===== src/rtl/game_sequencer.sv =====
// game_sequencer: Init/Prepare/InGame/Dead flow with BCD score and high score tracking
module game_sequencer #(
   parameter int PREP_FRAMES      = 60,
   parameter int DEAD_LOCK_FRAMES = 30,
   parameter int SCORE_DIV        = 6
) (
   input  logic        clk,
   input  logic        rst,
   input  logic        frame_tick,
   input  logic        btn_jump,
   input  logic        collision,
   output logic [1:0]  game_state,
   output logic        run_en,
   output logic        world_reset,
   output logic [15:0] score,
   output logic [15:0] high_score,
   output logic        new_high
);
   typedef enum logic [1:0] {INIT = 2'b00, IN_GAME = 2'b01, PREP = 2'b10, DEAD = 2'b11} state_t;
   state_t      state;
   logic [7:0]  cnt;
   logic [7:0]  div;
   logic        lock_done;
   logic        btn_prev;
   logic        press;
   logic        carry;
   logic [15:0] score_inc;
   assign press      = btn_jump & ~btn_prev;
   assign game_state = state;
   // BCD increment of the current score, holding at 9999
   always_comb begin
      carry     = 1'b1;
      score_inc = score;
      for (int i = 0; i < 4; i++) begin
         if (carry) begin
            score_inc[4*i+:4] = (score[4*i+:4] == 4'd9) ? 4'd0 : score[4*i+:4] + 4'd1;
            carry             = (score[4*i+:4] == 4'd9);
         end
      end
      if (score == 16'h9999) score_inc = score;
   end
   // game flow state machine; collision has priority over a same-cycle score tick
   always_ff @(posedge clk) begin
      if (rst) begin
         state       <= INIT;
         run_en      <= 1'b0;
         world_reset <= 1'b0;
         score       <= '0;
         high_score  <= '0;
         new_high    <= 1'b0;
         cnt         <= '0;
         div         <= '0;
         lock_done   <= 1'b0;
         btn_prev    <= 1'b0;
      end else begin
         btn_prev    <= btn_jump;
         world_reset <= 1'b0;
         if (press && (state == INIT || (state == DEAD && lock_done))) begin
            state       <= PREP;
            world_reset <= 1'b1;
            score       <= '0;
            div         <= '0;
            new_high    <= 1'b0;
            cnt         <= 8'(PREP_FRAMES - 1);
         end else if (state == PREP && frame_tick) begin
            if (cnt == '0) begin
               state  <= IN_GAME;
               run_en <= 1'b1;
            end else begin
               cnt <= cnt - 8'd1;
            end
         end else if (state == IN_GAME && collision) begin
            state     <= DEAD;
            run_en    <= 1'b0;
            cnt       <= 8'(DEAD_LOCK_FRAMES - 1);
            lock_done <= 1'b0;
            if (score > high_score) begin
               high_score <= score;
               new_high   <= 1'b1;
            end
         end else if (state == IN_GAME && frame_tick) begin
            div <= (div == 8'(SCORE_DIV - 1)) ? 8'd0 : div + 8'd1;
            if (div == 8'(SCORE_DIV - 1)) score <= score_inc;
         end else if (state == DEAD && frame_tick) begin
            if (cnt == '0) lock_done <= 1'b1;
            else cnt <= cnt - 8'd1;
         end
      end
   end
endmodule


===== config.mk =====
export PLATFORM = sky130hd
export DESIGN_NAME = game_sequencer
export DESIGN_NICKNAME = d
export VERILOG_FILES = /design/src/rtl/game_sequencer.sv
export SDC_FILE = /design/constraint.sdc
export NUM_CORES = 1
export LEC_CHECK = 0
export BUFFER_PORTS_ARGS = -buffer_cell sky130_fd_sc_hd__buf_2
export CORE_UTILIZATION = 57
export DETAILED_ROUTE_END_ITERATION = 6
export GPL_TIMING_DRIVEN = 1
export PLACE_DENSITY = 0.83
export SYNTH_ARGS = -nofsm -noshare
export SYNTH_HDL_FRONTEND = slang
export SYNTH_SLANG_ARGS = --single-unit
export TNS_END_PERCENT = 10

===== constraint.sdc =====
create_clock -name clk -period 2.95 [get_ports clk]
set_clock_uncertainty 0.05 [all_clocks]
set_input_delay 0.1475 -clock clk [delete_from_list [all_inputs] [get_ports clk]]
set_output_delay 0.1475 -clock clk [all_outputs]
set_load 0.1 [all_outputs]

Yosys cells after proc, flatten, opt, wreduce, memory -nomap -nowiden
Index checks and enable logic that the tools add are counted.

Bits in registers: 55. Bits in latches: 0. Memory bits (writable): 0. Memory bits (read-only): 0. Input bits: 5. Output and inout bits: 37. Word-level logic and storage cells: 95. Memories: 0.

Add/subtract/negate cells: 6. Multipliers: 0. Div/mod/pow operators: 0. $lt $le $gt $ge: 1. Equal/unequal tests: 14. Shift operators: 0. Multiplexer cells: 24. Bitwise gates (word level): 6. Reductions and logical operators: 29.

Operators by type and width (count): $mux 8 (6); $reduce_and 6->1 (3); $add 4x1->4 const B (4); $eq 16x16->1 const B (1); $eq 4x4->1 const B (4); $gt 16x16->1 (1); $mux 4 (4); $reduce_and 5->1 (2); $mux 1 (9); $reduce_and 3->1 (3); $add 8x1->8 const B (1); $eq 8x3->1 const B (1); $logic_not 8->1 (1); $mux 2 (4); $reduce_and 2->1 (4); $sub 8x1->8 const B (1); $logic_and 1x1->1 (6); $mux 6 (1); $reduce_bool 2->1 (3); $reduce_bool 3->1 (2); $not 1->1 (5); $eq 2x2->1 const B (2); $ne 4x4->1 const B (1); $reduce_and 4->1 (1); 10 further kinds (10).

Logic depth before layout (Yosys ltp)
Word-level depth: 7. Depth in mapped cells: 9. Depth with buffers taken out: 7.

Worst setup path before layout
Ideal clock, no wire load.

Kind: reg-to-reg. Start point: register high_score[11]. End point: register high_score[6]. Setup time: 0.072 ns. Arrival: 2.750 ns. Required time: 2.828 ns. Setup slack: 0.077 ns. Stages on the path, launching flop included: 10. Buffers on the path: 2. Clock period less this slack: 2.873 ns. Cell sequence: dfxtp_1 > inv_1 > ha_1 > nand4_1 > or4_1 > a21o_1 > a31oi_1 > buf_6 > buf_12 > mux2i_1.

Cells in the longest elaborated chain, start to end: 2.

Ends and longest elaborated chain: from (decl) (line 16) `output logic [15:0] high_score,`; from (signal assigned) (line 78) `high_score <= score;`; $gt 16x16->1 (line 77) `if (score > high_score) begin`; $reduce_and 4->1 (no line).

Every way passes these cells. A chain may end at the register's enable or synchronous reset.

Worst setup path in the final report
Start point: register score[10]. End point: register high_score[0].

Cells in the longest elaborated chain, start to end: 2.

Ends and longest elaborated chain: from (decl) (line 15) `output logic [15:0] score,`; from (signal assigned) (line 83) `if (div == 8'(SCORE_DIV - 1)) score <= score_inc;`; $gt 16x16->1 (line 77); $reduce_and 4->1 (no line).

Every way passes these cells.

==> impl_metrics.json <==
{
  "reg2reg_from": "score[10]",
  "post_cts_buffers": 0,
  "ff2ff_path_depth": 7,
  "tightest_slew_ps": 718,
  "cts_resized": 0,
  "overflow": 0,
  "synthTopCellsByArea": "dfxtp_1 36%, ha_1 8.2%, nand2b_1 7.8%",
  "path_delay_family": "simple AND/OR/NAND/NOR gates",
  "rrSetupSlack_ps": 540,
  "drtPass1Iterations": 4,
  "cts_tree": "built",
  "use_met2_pct": 40.0,
  "postSynthAreaPerCell_um2": 8.66,
  "power_switching_share_pct": 25.9,
  "path_max_fanout": 12,
  "area_growth_pct": 11.3,
  "syn_nets": 377,
  "max_stage_delay_ps": 520,
  "fin_crit_sh_pct": 81.9,
  "synth_cell_type_count": 48,
  "start_util_pct": 59.3,
  "hold_viol_final": 0,
  "synthFlopType": "dfxtp_1",
  "post-dp-hpwl_mm": 4.49,
  "grt_max_degree": 45,
  "grt_pass1_vias": 2248,
  "worst_ep_required_time_ps": 3130,
  "final_cell_mix": "55 x dfxtp_1, 41 x buf_2, 38 x nand2b_1",
  "r2r-end": "high_score[0]",
  "grt_use_met1_pct": 28.8,
  "power_leakage_uw": 0.00132,
  "power_density_nw_per_um2": 395,
  "cp_slowest_cell": "or4_1",
  "final-setup-viol-count": 0,
  "ys_seq_area_share_pct": 36.1,
  "critPathBufInv": 1,
  "vias": 2498,
  "clk_pin_slew_ps": 100,
  "period_needed_ps": 2410,
  "drv.max_cap_violation_count": 0,
  "nNetsFinal": 416,
  "cp-end-kind": "flip-flop",
  "hold_depth": 2,
  "die_width_um": 75.1,
  "vias_per_cell": 5.41,
  "wl_per_cell_um": 13.2,
  "min_from": "btn_jump",
  "path_cells": "ha_1 -> nand4_1 -> or4_1 -> a21o_1 -> a31oi_2 -> buf_4 -> mux2i_1",
  "cts_buffers": 5,
  "crit_arrival_ps": 2600,
  "antenna_cells": 0,
  "die_h_um": 75.1,
  "min_path_type": "input pin to flip-flop",
  "place_ws_ps": 583,
  "wirelength_mm": 6.11,
  "finalWorstSetupSlack_ps": 535,
  "clockPowerShare_pct": 33.1,
  "hold_buffers": 0,
  "outcome": "finished clean",
  "netlist_area_um2": 3050,
  "fin_setup_tns_ps": 0,
  "ys_seq_elements": 55,
  "rsz0062_at_grt": "no",
  "drt_iter0_drc": 115,
  "synthCells": 352,
  "ctsHtreeMaxLevel": 2,
  "num_rows": 26,
  "io_buffers": 41,
  "grt_pass1_wl_mm": 9.90,
  "antenna_found_initial": 0,
  "cts_num_sinks": 55,
  "core_region_area_um2": 5140,
  "seq_power_share_pct": 57.3,
  "final_common_cell": "dfxtp_1",
  "cell_internal_pwr_uw": 994,
  "synth_top_area_share_pct": 36.1,
  "die_area_um2": 5650,
  "switchingPower_uw": 348,
  "slew_headroom_pct": 51.5,
  "synth_edf_count": 0,
  "p_total_uw": 1340,
  "busiest_layer": "met2",
  "cts_buffer_depth": 2,
  "drv_slew": 0,
  "ys_async_sr_fraction_pct": 0,
  "gp_congestion": 0.840,
  "grt_usage_pct": 23.1,
  "antenna_left": 0,
  "drive_gt1_share_pct": 16.1,
  "drc": 0,
  "start_kind": "flip-flop",
  "irDropWorstVdd_mv": 0.357,
  "yosys_warnings": 0,
  "yosysTopAreaCell": "dfxtp_1",
  "share_comb_of_total_power_pct": 9.5,
  "use_met3_pct": 4.15,
  "clk_latency_ps": 310,
  "ctsRootBufferMaster": "clkbuf_8",
  "critPathKind": "flip-flop to flip-flop",
  "io_pins": 42,
  "max_freq_mhz": 414,
  "min_to": "btn_prev"
}
-- routing by layer --
layer / share of wire (%) / vias up
met4: 0.87 / 0
li1: - / 1280
met1: 47 / 1171
met2: 49 / 42
met3: 2.7 / 5
met5: 0 / -
-- power by group through the flow --
stage	Combinational (uW)	Sequential [uW]	Clock (uW)
2_1_floorplan	81.4	806	0
3_3_place_gp	124	785	0
3_5_place_dp	127	786	0
4_1_cts	128	769	455
5_1_grt	142	772	481
6_report	128	769	445
-- state kept, by name, summed over array words and instances, names as in the netlist --
signal,flops
run_en,1
world_reset,1
new_high,1
lock_done,1
cnt,8
score,16
btn_prev,1
game_state,2
div,8
high_score,16
-- stage by stage --
| step | area, um^2 | util (%) | instances | hold slack, ps |
|---|---|---|---|---|
| after floorplan | 3050 | - | 352 | 226 |
| after global placement | 3300 | 64.1 | 454 | 326 |
| after detailed placement | 3300 | 64.1 | 454 | 342 |
| after CTS | 3390 | 66.0 | 462 | 7.90 |
| after global routing | 3390 | 66.0 | 462 | 32.5 |
| final | 3390 | 66.0 | 462 | 10.7 |
-- how the worst max path moves through the flow --
stage                   start              to  slack [ps]  depth (start not counted)
2_1_floorplan  high_score[11]   high_score[6]          80                          9
3_3_place_gp        score[10]  high_score[13]         720                          7
5_1_grt             score[11]   high_score[4]         450                          7
3_5_place_dp        score[11]   high_score[1]         580                          7
4_1_cts             score[11]   high_score[1]         540                          7
6_report            score[10]   high_score[0]         540                          7
-- cell families (layout without fill, tap and decap cells) --
kind of cell	after synthesis	in the layout	synth area share [%]
multiplexers	23	23	7.59
AO/OA/AOI/OAI	45	45	8.58
flip-flops	55	55	36.1
AND/OR/NAND/NOR	151	151	28.5
buffers and inverters	41	81	6.16
adder cells (fa/ha/maj)	20	20	8.21
XOR/XNOR	17	17	4.88
-- Yosys cell counts (all sizes together) (2+ instances only) --
cell	n
or3	4
nor2b	4
nor3b	2
o21ai	8
and2	3
nor4bb	3
xnor2	13
nor2	30
nand4	6
nand3	12
clkbuf	7
xor2	4
nand2b	38
nor4b	2
nor3	12
a21o	2
mux2i	22
and4bb	2
dfxtp	55
inv	28
o211ai	2
o21a	2
buf	6
nor4	7
ha	20
nand2	20
a21oi	24
-- area by class of cell --
type,instances,area (um^2)
Multi-Input combinational cell,256,1770
Clock buffer,6,82.6
Inverter,28,105
Sequential cell,55,1100
Tap cell,70,87.6
Timing Repair Buffer,45,235
Fill cell,461,1750
Clock inverter,2,16.3
Note: power is estimated with default switching activity, not from simulation.
